**src/rtl/svga_cfg_pkg.sv**
```systemverilog
// Shared definitions for the SVGA configuration path: register map,
// reset defaults and the commit scheduler state encoding.
package svga_cfg_pkg;

   typedef enum logic [2:0] {
      REG_COLOR1   = 3'd0,
      REG_COLOR2   = 3'd1,
      REG_COLOR3   = 3'd2,
      REG_COLOR4   = 3'd3,
      REG_SPRITE_X = 3'd4,
      REG_SPRITE_Y = 3'd5,
      REG_MISC     = 3'd6,
      REG_RSVD     = 3'd7
   } reg_addr_e;

   localparam logic [5:0] COLOR1_DEF   = 6'b110001;
   localparam logic [5:0] COLOR2_DEF   = 6'b010101;
   localparam logic [5:0] COLOR3_DEF   = 6'b001100;
   localparam logic [5:0] COLOR4_DEF   = 6'b101100;
   localparam logic [7:0] SPRITE_X_DEF = 8'd0;
   localparam logic [7:0] SPRITE_Y_DEF = 8'd0;
   localparam logic [3:0] MISC_DEF     = 4'b0110;

   // FIFO entry is {address, data}.
   localparam int unsigned ENTRY_W = 11;

   typedef enum logic [1:0] {
      ST_WAIT  = 2'd0,
      ST_DRAIN = 2'd1,
      ST_HOLD  = 2'd2
   } state_e;

endpackage

```
**src/rtl/sync_fifo.sv**
```systemverilog
// Single-clock FIFO with extra-MSB pointers so full and empty are
// distinguishable without a separate occupancy counter.
module sync_fifo #(
   parameter int WIDTH = 11,
   parameter int DEPTH = 8
) (
   input  logic                   clk_i,
   input  logic                   rst_ni,
   input  logic                   push,
   input  logic                   pop,
   input  logic [WIDTH-1:0]       wdata,
   output logic [WIDTH-1:0]       rdata,
   output logic                   full,
   output logic                   empty,
   output logic [$clog2(DEPTH):0] count
);

   localparam int AW = $clog2(DEPTH);
   localparam logic [AW:0] PTR_ONE = 1;

   logic [WIDTH-1:0] mem [DEPTH];
   logic [AW:0]      wr_ptr;
   logic [AW:0]      rd_ptr;
   logic             do_push;
   logic             do_pop;

   assign do_push = push && !full;
   assign do_pop  = pop && !empty;

   // NOTE: sequential state uses non-blocking assignments so every flop
   // samples pre-edge values regardless of statement order.
   always_ff @(posedge clk_i) begin
      if (!rst_ni) begin
         wr_ptr <= '0;
         rd_ptr <= '0;
      end else begin
         if (do_push) wr_ptr <= wr_ptr + PTR_ONE;
         if (do_pop)  rd_ptr <= rd_ptr + PTR_ONE;
      end
   end

   // NOTE: storage is deliberately not reset; the pointers alone define
   // which entries are valid, and this keeps the array a plain RAM.
   always_ff @(posedge clk_i) begin
      if (do_push) mem[wr_ptr[AW-1:0]] <= wdata;
   end

   assign rdata = mem[rd_ptr[AW-1:0]];
   assign count = wr_ptr - rd_ptr;
   assign empty = (wr_ptr == rd_ptr);
   assign full  = (wr_ptr[AW] != rd_ptr[AW]) &&
                  (wr_ptr[AW-1:0] == rd_ptr[AW-1:0]);

endmodule

```
**src/rtl/frame_commit_scheduler.sv**
```systemverilog
// Queues configuration writes and commits them to the live registers only
// during vertical blanking, at most COMMIT_LIMIT per blanking interval.
module frame_commit_scheduler
   import svga_cfg_pkg::*;
#(
   parameter int         DEPTH            = 8,
   parameter int         COMMIT_LIMIT     = 8,
   parameter logic [5:0] COLOR1_DEFAULT   = COLOR1_DEF,
   parameter logic [5:0] COLOR2_DEFAULT   = COLOR2_DEF,
   parameter logic [5:0] COLOR3_DEFAULT   = COLOR3_DEF,
   parameter logic [5:0] COLOR4_DEFAULT   = COLOR4_DEF,
   parameter logic [7:0] SPRITE_X_DEFAULT = SPRITE_X_DEF,
   parameter logic [7:0] SPRITE_Y_DEFAULT = SPRITE_Y_DEF,
   parameter logic [3:0] MISC_DEFAULT     = MISC_DEF
) (
   input  logic                   clk_i,
   input  logic                   rst_ni,
   input  logic                   wr_valid,
   output logic                   wr_ready,
   input  logic [2:0]             wr_addr,
   input  logic [7:0]             wr_data,
   input  logic                   vblank,
   output logic [5:0]             color1,
   output logic [5:0]             color2,
   output logic [5:0]             color3,
   output logic [5:0]             color4,
   output logic [7:0]             sprite_x,
   output logic [7:0]             sprite_y,
   output logic [3:0]             misc,
   output logic [$clog2(DEPTH):0] pending,
   output logic                   frame_committed
);

   localparam logic [7:0] LIMIT_M1 = 8'(COMMIT_LIMIT - 1);

   state_e             state_q;
   state_e             state_d;
   logic               vblank_q;
   logic               blank_rise;
   logic [7:0]         commit_cnt;
   logic               push;
   logic               pop;
   logic               leave;
   logic               fifo_full;
   logic               fifo_empty;
   logic [ENTRY_W-1:0] head;
   reg_addr_e          head_addr;

   assign wr_ready   = !fifo_full;
   assign push       = wr_valid && wr_ready;
   assign blank_rise = vblank && !vblank_q;
   assign head_addr  = reg_addr_e'(head[10:8]);

   sync_fifo #(
      .WIDTH (ENTRY_W),
      .DEPTH (DEPTH)
   ) u_fifo (
      .clk_i  (clk_i),
      .rst_ni (rst_ni),
      .push   (push),
      .pop    (pop),
      .wdata  ({wr_addr, wr_data}),
      .rdata  (head),
      .full   (fifo_full),
      .empty  (fifo_empty),
      .count  (pending)
   );

   // NOTE: every output of this block gets a default first, so no path
   // through the case leaves a signal unassigned and no latch is inferred.
   always_comb begin
      state_d = state_q;
      pop     = 1'b0;
      leave   = 1'b0;
      case (state_q)
         ST_WAIT: begin
            if (blank_rise) state_d = ST_DRAIN;
         end
         ST_DRAIN: begin
            if (!vblank) begin
               state_d = ST_WAIT;
               leave   = 1'b1;
            end else if (!fifo_empty) begin
               pop = 1'b1;
               if (commit_cnt == LIMIT_M1) state_d = ST_HOLD;
            end
         end
         ST_HOLD: begin
            if (!vblank) begin
               state_d = ST_WAIT;
               leave   = 1'b1;
            end
         end
         default: state_d = ST_WAIT;
      endcase
   end

   always_ff @(posedge clk_i) begin
      if (!rst_ni) begin
         state_q         <= ST_WAIT;
         vblank_q        <= 1'b0;
         commit_cnt      <= 8'd0;
         frame_committed <= 1'b0;
      end else begin
         state_q         <= state_d;
         vblank_q        <= vblank;
         frame_committed <= leave && (commit_cnt != 8'd0);
         if (state_q == ST_WAIT && blank_rise) commit_cnt <= 8'd0;
         else if (pop)                         commit_cnt <= commit_cnt + 8'd1;
      end
   end

   // Live registers update on the pop edge; narrower targets keep the low bits.
   always_ff @(posedge clk_i) begin
      if (!rst_ni) begin
         color1   <= COLOR1_DEFAULT;
         color2   <= COLOR2_DEFAULT;
         color3   <= COLOR3_DEFAULT;
         color4   <= COLOR4_DEFAULT;
         sprite_x <= SPRITE_X_DEFAULT;
         sprite_y <= SPRITE_Y_DEFAULT;
         misc     <= MISC_DEFAULT;
      end else if (pop) begin
         case (head_addr)
            REG_COLOR1:   color1   <= head[5:0];
            REG_COLOR2:   color2   <= head[5:0];
            REG_COLOR3:   color3   <= head[5:0];
            REG_COLOR4:   color4   <= head[5:0];
            REG_SPRITE_X: sprite_x <= head[7:0];
            REG_SPRITE_Y: sprite_y <= head[7:0];
            REG_MISC:     misc     <= head[3:0];
            default:      ;
         endcase
      end
   end

endmodule

```
**config.mk**
```make
export PLATFORM = sky130hd
export DESIGN_NAME = frame_commit_scheduler
export DESIGN_NICKNAME = d
export VERILOG_FILES = /design/src/rtl/svga_cfg_pkg.sv /design/src/rtl/sync_fifo.sv /design/src/rtl/frame_commit_scheduler.sv
export SDC_FILE = /design/constraint.sdc
export NUM_CORES = 1
export LEC_CHECK = 0
export ABC_AREA = 0
export BUFFER_PORTS_ARGS = -buffer_cell sky130_fd_sc_hd__buf_2
export CORE_MARGIN = 10
export CORE_UTILIZATION = 30
export CTS_CLUSTER_SIZE = 40
export DETAILED_ROUTE_END_ITERATION = 8
export PLACE_DENSITY = 0.58
export SYNTH_ARGS = -nofsm -noshare
export SYNTH_HDL_FRONTEND = slang
export SYNTH_SLANG_ARGS = --single-unit
```
**constraint.sdc**
```tcl
create_clock -name clk_i -period 2.9 [get_ports clk_i]
set_input_delay 0 -clock clk_i [delete_from_list [all_inputs] [get_ports clk_i]]
set_output_delay 0 -clock clk_i [all_outputs]
set_load 0.005 [all_outputs]
```
==> results summary, run 1 <==
The number of slew-limit violations in the final report is 0. The cell sitting at the root of the clock tree is a sky130_fd_sc_hd__clkbuf_16. The maximum achievable frequency is about 400 MHz.

The core area is roughly 21,000 um^2. Among all flip-flop cells after synthesis, the most frequent one is sky130_fd_sc_hd__edfxtp_1. The initial antenna violation count is 1. The portion of the clock cycle consumed by the worst path in the final layout came out at 0.8710. After routing, the total negative slack on setup checks comes to 0 ps. The fraction of post-synthesis cell area in the top cell type by area came out at 0.4151. On the worst path, the slowest cell contributes a delay of about 510 ps. Synthesis inferred 155 register bits. The number of cells on the worst reg-to-reg path came out at 7.

The clock transition at the registers of the reported paths is around 60 ps. After synthesis, the netlist uses 52 different library cells. The worst hold slack came out at about 150 ps. The most critical setup path has its startpoint at u_fifo.rd_ptr[2]. Setup violations remaining at the end of the flow were counted as 0. The final count of hold timing violations is 0. The die is between 150 and 200 um tall.

The clock tree from TritonCTS is done. Along the worst hold path, the cell count comes to 4. The critical path goes through inv_1 > ha_1 > and3_1 > a21boi_0 > nand2_1 > nor3_1 > buf_4. The overall via count from detail_route came out at between 3,000 and 4,000. The clock net in this run drives a total of about 160 sinks. The number of global-route vias before repair came out at 3,898. In the layout the commonest cells are sky130_fd_sc_hd__edfxtp_1, sky130_fd_sc_hd__dfxtp_1, sky130_fd_sc_hd__buf_2, sky130_fd_sc_hd__nand2_1, sky130_fd_sc_hd__mux2i_1.

The transition time of the tightest slew-check pin is 749.4 ps. The run finished with clean final reports. The tightest min-delay check is of the in2reg type. The chip width is 165.7 um. The buffer and inverter count on the worst path is 2.

At the worst endpoint, the arrival time is about 2600 ps. During I/O placement, the number of pins put on the boundary was 65. The placer's final routability congestion estimate is between 0.7 and 0.8. The share of post-route cells with drive strength above 1 came out at 0.2431. For this configuration, the core starts out at a cell density of 0.3038. The largest individual stage delay along the critical path comes from the cell sky130_fd_sc_hd__a21boi_0. Yosys attributes the largest share of cell area to sky130_fd_sc_hd__edfxtp_1, sky130_fd_sc_hd__dfxtp_1, sky130_fd_sc_hd__mux4_1.

The number of warnings reported in the yosys synthesis log came out at 0. Across the VDD grid, the largest voltage drop is about 0.33 mV. The setup path with the least slack is of type reg2reg.

The beginning of the worst hold path is wr_valid. The sequential share of the synthesized area came out at 0.6258. For this block, the initial DRC count from the detailed router was 200. The fill cell total of the finished layout is 2,022.

For this run, asynchronously set or reset flops after synthesis account for 0. The count of H-tree levels built during CTS is 4. The total CTS buffers is 17. After detailed placement, the total cell area comes to around 7000 um^2. The leftover overflow at the end of global routing is 0.

STA classifies the critical path endpoint as a flip-flop. In this run the tool buffered the top-level ports with 64 buffer cells. The path with the worst hold slack has its endpoint at u_fifo.wr_ptr[1].

Across the run, the number of max-cap violations was 0. The final layout contains routed wiring with a total length of ~14,000 um. The cell type with the largest total area after synthesis is sky130_fd_sc_hd__edfxtp_1. The number of gates resized after CTS was 0.

The family with the most delay on the worst path is simple AND/OR/NAND/NOR gates. Once detail routing completed, the nets flagged for antenna violations numbered 0. Averaged over all synthesized cells, the footprint is between 10 and 15 um^2. The number of vias per cell after detailed routing is 4.515. The global-route wire length before repair came out at 21,860 um.

The number of standard cells after synthesis is ~440. Relative to the synthesized area, the layout overhead comes to 21.19%. The worst setup skew after layout came out at around 5.1 ps. The floorplan step defined a die boundary enclosing 27,450 um^2.

Post-CTS timing repair inserted 0 buffers for setup. The synthesized netlist occupies a cell area of roughly 6400 um^2. The required time reported for the critical path endpoint is ~3000 ps. The number of synthesized flops with an enable pin is 88. Along the worst path, the maximum fanout reaches 11. The finished cells cover just under 8000 um^2. The post-route DRC violation count came out at 0. The total of hold buffers inserted after clock tree synthesis came out at 12. In this run the tightest slew margin relative to its limit is 0.4998. For this design the ratio of total power to cell area is 616.4 nW/um^2. The mean routed wirelength per cell is about 17 um.

The final critical path time including I/O delays and setup came out at approximately 2500 ps. The worst reg-to-reg setup slack came out at 370 ps. Leaving out fill and tap cells, the most frequent cell in the layout is sky130_fd_sc_hd__edfxtp_1.

The total power came out at between 0.004 and 0.005 W. The total iterations of the first detailed-routing run is 4. The number of nets produced by synthesis is around 460. The buffer levels on the longest clock path came out at 2.

The detailed placement HPWL came out at approximately 9500 um. The total number of placement rows came out at 53. The endpoint identified for the worst register-to-register timing path is u_fifo.mem[1][4]. After the last flow step, the layout net total stands at 557.

Setup repair after global routing left no endpoint under its margin. In this run the critical register-to-register path is launched from u_fifo.rd_ptr[2]. The worst setup path is launched from a flip-flop. The leakage power figure is ~2.9 nW. For the worst-skew pair, the clock arrives at the later sink with an insertion delay of approximately 400 ps.

The overall global routing resource usage is 0.09995. Entering global routing, the biggest net connects between 50 and 60 pins.
==> metal layers <==
metal	global-route usage	vias up	part of all wire
met3	0.02603	11	0.035
met1	0.1236	1829	0.46
met5	0	-	0
li1	-	1789	-
met4	0.03582	0	0.012
met2	0.1645	69	0.49
==> stage by stage <==
| stage | utilization | std cells | setup WS (ps) |
|---|---|---|---|
| after detailed placement | 0.3354 | 775 | 343.0 |
| after global placement | 0.3354 | 775 | 487.6 |
| after floorplan | - | 437 | 154.8 |
| final | 0.3682 | 819 | 374.1 |
| after global routing | 0.3682 | 819 | 62.02 |
| after CTS | 0.3680 | 818 | 324.2 |
==> registers in the layout (all words and copies together) (netlist names), 2 cells and up, named ones only <==
| name | flops |
|---|---|
| color4 | 6 |
| sprite_x | 8 |
| color2 | 6 |
| u_fifo.rd_ptr | 4 |
| state_q | 2 |
| u_fifo.mem | 88 |
| color1 | 6 |
| misc | 4 |
| color3 | 6 |
| commit_cnt | 8 |
| sprite_y | 8 |
| u_fifo.wr_ptr | 4 |
==> synth_stat cells (4+ instances only) <==
library cell and instances:
sky130_fd_sc_hd__xor2_1 7, sky130_fd_sc_hd__mux4_1 18, sky130_fd_sc_hd__clkbuf_1 7, sky130_fd_sc_hd__nor2_1 32, sky130_fd_sc_hd__inv_1 12, sky130_fd_sc_hd__nand2_1 51, sky130_fd_sc_hd__nand2b_1 12, sky130_fd_sc_hd__mux2i_1 40
sky130_fd_sc_hd__and3_1 4, sky130_fd_sc_hd__mux2_2 14, sky130_fd_sc_hd__a21oi_1 8, sky130_fd_sc_hd__xnor2_1 8, sky130_fd_sc_hd__or2_0 4, sky130_fd_sc_hd__edfxtp_1 88, sky130_fd_sc_hd__nand3_1 4, sky130_fd_sc_hd__ha_1 10
sky130_fd_sc_hd__dfxtp_1 67
==> worst register-to-register path: cells and delay by family (launching register included) <==
family	cells	cell delay, ps
AO/OA/AOI/OAI	1	510
adder cells (fa/ha/maj)	1	330
buffers and inverters	2	320
flip-flops	1	370
AND/OR/NAND/NOR	3	700
==> layout make-up <==
cell class / instances / area, um^2 / share of cell area
Sequential cell: 155 / 3984 / 0.5164
Multi-Input combinational cell: 253 / 2215 / 0.2871
Clock inverter: 11 / 127.6 / 0.01654
Inverter: 12 / 45.04 / 0.005838
Antenna cell: 1 / 2.502 / 0.0003244
Tap cell: 275 / 344.1 / 0.04460
Timing Repair Buffer: 92 / 560.5 / 0.07266
Clock buffer: 20 / 436.7 / 0.05660
==> where the power goes <==
| part | leakage [nW] | internal [W] | total, W | switching [W] |
|---|---|---|---|---|
| logic | 1.24 | 0.000110 | 0.000260 | 0.000150 |
| clock network | 0.274 | 0.00133 | 0.00212 | 0.000790 |
| registers | 1.34 | 0.00236 | 0.00238 | 0.0000170 |
| total | 2.85 | 0.00380 | 0.00476 | 0.000957 |
==> cells by family after synthesis <==
logic type      count (synthesis)  share of synthesized area
simple gates                  127                    0.09768
fa+ha+maj                      11                    0.02280
flops                         155                     0.6258
buf+inv                        29                    0.02633
xor+xnor                       15                    0.02064
compound gates                 21                    0.02358
mux                            79                     0.1832
==> worst max path at each step <==
stage | end | depth (start not counted)
floorplan | u_fifo.mem[1][0] | 5
global placement | u_fifo.mem[1][6] | 6
detailed placement | u_fifo.mem[1][6] | 6
CTS | u_fifo.mem[1][1] | 6
global route | u_fifo.mem[1][2] | 7
finish | u_fifo.mem[1][4] | 7
Note: power is estimated with default switching activity, not from simulation.
==> run 2, diff against run 1 <==
- CTS_BUF_LIST: default -> sky130_fd_sc_hd__clkbuf_2 sky130_fd_sc_hd__clkbuf_4 sky130_fd_sc_hd__clkbuf_8
- PLACE_DENSITY: 0.58 -> 0.56
- clock period: 2.9 -> 2.88 ns (I/O delays scaled with it)
==> results summary, run 2 (synthesis gave the netlist of run 1 again) <==
The area of the die is between 20,000 and 30,000 um^2. The initial cell density of the core came out at 0.3038. The chip width is around 170 um. The cell-internal power came out at roughly 0.0034 W.

On the critical path, the stage with the largest delay is an instance of sky130_fd_sc_hd__a21boi_0. The number of max-cap violations is 0. The total iterations of the first detailed-routing run is 4.

The critical path starts at u_fifo.rd_ptr[1]. The global-route wire length before repair is between 20,000 and 25,000 um. TritonCTS built the clock tree. The transition time of the tightest slew-check pin is between 700 and 800 ps.

The run finished with clean final reports. Clock latency on the worst-skew pair, taken at its later pin, is between 400 and 500 ps. Across every metal layer, demand over resource in global routing totals 0.1010. The number of global-route vias before repair came out at roughly 3,800.

Setup repair after global routing left no endpoint under its margin. The share of post-route cells with drive strength above 1 is 0.2587. STA classifies the critical path endpoint as a flip-flop. The buffer levels on the longest clock path is 2. The mean routed wirelength per cell is 16.61 um. The maximum cell stage delay along the critical path is 520 ps.

The power density over cell area is around 570 nW/um^2. The placer's final routability congestion estimate is 0.7675. The worst hold path terminates at u_fifo.wr_ptr[1]. The signal arrival time at the worst endpoint is roughly 2700 ps. The critical path launch point type is a flip-flop. The library cell used most frequently in the layout, excluding fill and tap cells, is sky130_fd_sc_hd__edfxtp_1. The die boundary height came out at between 150 and 200 um. The fill cell total of the finished layout is between 2,000 and 2,500. Post-CTS repair changed the size of 0 cells. The total CTS buffers is 17. The share of total power dissipated in the clock network is 0.391. The layout-stage area growth over the synthesis result is 19.06%. In the layout the commonest cells are sky130_fd_sc_hd__edfxtp_1, sky130_fd_sc_hd__dfxtp_1, sky130_fd_sc_hd__buf_2, sky130_fd_sc_hd__nand2_1, sky130_fd_sc_hd__mux2i_1.

The number of slew-limit violations in the final report came to 0. The count of H-tree levels built during CTS is 4. Along the worst path, the maximum fanout reaches 11. Dividing the final minimum period by the clock period gives 0.9032. The tree is rooted in a sky130_fd_sc_hd__clkbuf_8. On the final layout, the worst hold slack is ~120 ps. The buffer and inverter count on the worst path came out at 2. The maximum vdd ir drop is around 0.25 mV. The count of endpoints failing setup in the final report is 0. The combinational share of power came out at 0.061.

The TritonCTS sink count came out at approximately 160. The sum of negative setup slack is 0 ps. For this run, the post-layout net count is ~560. The worst hold path was traced through 4 stages. Entering global routing, the biggest net connects 53 pins. The final critical path time including I/O delays and setup came out at about 2600 ps. The final count of hold timing violations came out at 0. The maximum achievable frequency came out at roughly 380 MHz. Headroom to the max-slew limit came out at 0.5086. The leakage power figure came out at 2.809 nW. The post-route DRC violation count came out at 0. The net load switching power came out at approximately 0.0009 W. The required time reported for the critical path endpoint is 3020 ps.

The initial antenna violation count was 1. In this run the most critical hold path is launched from wr_valid. The signal on the critical path passes through inv_1 > ha_1 > and3_1 > a21boi_0 > nand2_1 > nor3_1 > buf_4. The proportion of power drawn by flip-flops and latches came out at 0.548.

The tightest min-delay check is of the in2reg type. The leftover overflow at the end of global routing came out at 0. The flip-flop count of the largest register after layout is between 80 and 90. During I/O placement, the number of pins put on the boundary was between 60 and 70. The count of antenna-violating nets left after detailed routing came out at 0. The worst setup skew after layout is just under 20 ps. Of the total power, the share spent switching nets is 0.2089. The startpoint identified for the worst register-to-register timing path is u_fifo.rd_ptr[1].

The detailed router placed roughly 3,700 vias in this run. Dividing the detail-routed via count by the number of cells gives 4.479. After legalization and detailed placement, the total HPWL measured between 9000 and 10,000 um. The initialized floorplan defines between 50 and 60 standard-cell rows. The endpoint of the most critical register-to-register path is u_fifo.mem[0][2]. In this run the tool buffered the top-level ports with between 60 and 70 buffer cells. The number of cells on the worst reg-to-reg path is 7. After floorplanning, the core was sized to cover ~21,000 um^2. The cell family contributing the most delay on the critical path is simple AND/OR/NAND/NOR gates.

The number of DRC violations after detailed-routing iteration 0 is 264. The wire length reported by the detailed router came out at 13,640 um. The critical path is of the reg2reg type. The worst reg-to-reg setup slack came out at ~280 ps.

Clock-pin slew was measured on the worst setup and hold paths at approximately 90 ps.
## run 2: worst max-delay path by stage
stage                                   to  slack (ps)  cells past startpoint
final                     u_fifo.mem[0][2]         280                      7
after global routing      u_fifo.mem[0][5]          10                      7
after CTS                      sprite_y[4]         260                      9
after detailed placement  u_fifo.mem[0][1]         290                      7
after global placement           color4[5]         440                      7
after floorplan           u_fifo.mem[1][0]         130                      5
## run 2: layout make-up
class | count | area [um^2] | area share
Inverter | 12 | 45.04 | 0.005943
Clock buffer | 25 | 307.8 | 0.04061
Sequential cell | 155 | 3984 | 0.5256
Multi-Input combinational cell | 253 | 2215 | 0.2922
Clock inverter | 7 | 113.9 | 0.01502
Timing Repair Buffer | 93 | 568.0 | 0.07494
Tap cell | 275 | 344.1 | 0.04539
Antenna cell | 1 | 2.502 | 0.0003301
## run 2: power by group through the flow
stage,Combinational [W],Clock [W],Sequential (W)
after floorplan,0.000170,0,0.00243
after global placement,0.000249,0,0.00244
after detailed placement,0.000255,0,0.00244
after CTS,0.000270,0.00176,0.00239
after global routing,0.000295,0.00187,0.00239
final,0.000264,0.00170,0.00239
## run 2: repair_timing
action,in CTS,in global routing
hold buffers,12,0
setup buffers,0,0
hold endpoints to repair,92,0
## run 2: worst min-delay path: cells and delay by family
family / cells / cell delay [ps]
AND/OR/NAND/NOR: 1 / 80
multiplexers: 1 / 150
AO/OA/AOI/OAI: 1 / 200
buffers and inverters: 1 / 110
## run 2: metal layers
layer	track usage	routed length, um
met1	0.1291	6316
met2	0.1596	6622
met3	0.03455	583
met4	0.02658	116
met5	0	0
## run 2: metrics by stage
step                power, W  instances  instance area [um^2]    util  setup slack (ps)
floorplan           0.002603        437                  6366       -             134.8
global placement    0.002685        776                  7036  0.3357             437.9
detailed placement  0.002692        776                  7036  0.3357             293.4
CTS                 0.004416        820                  7577  0.3616             264.6
global route        0.004552        821                  7580  0.3617             12.80
finish              0.004352        821                  7580  0.3617             278.9
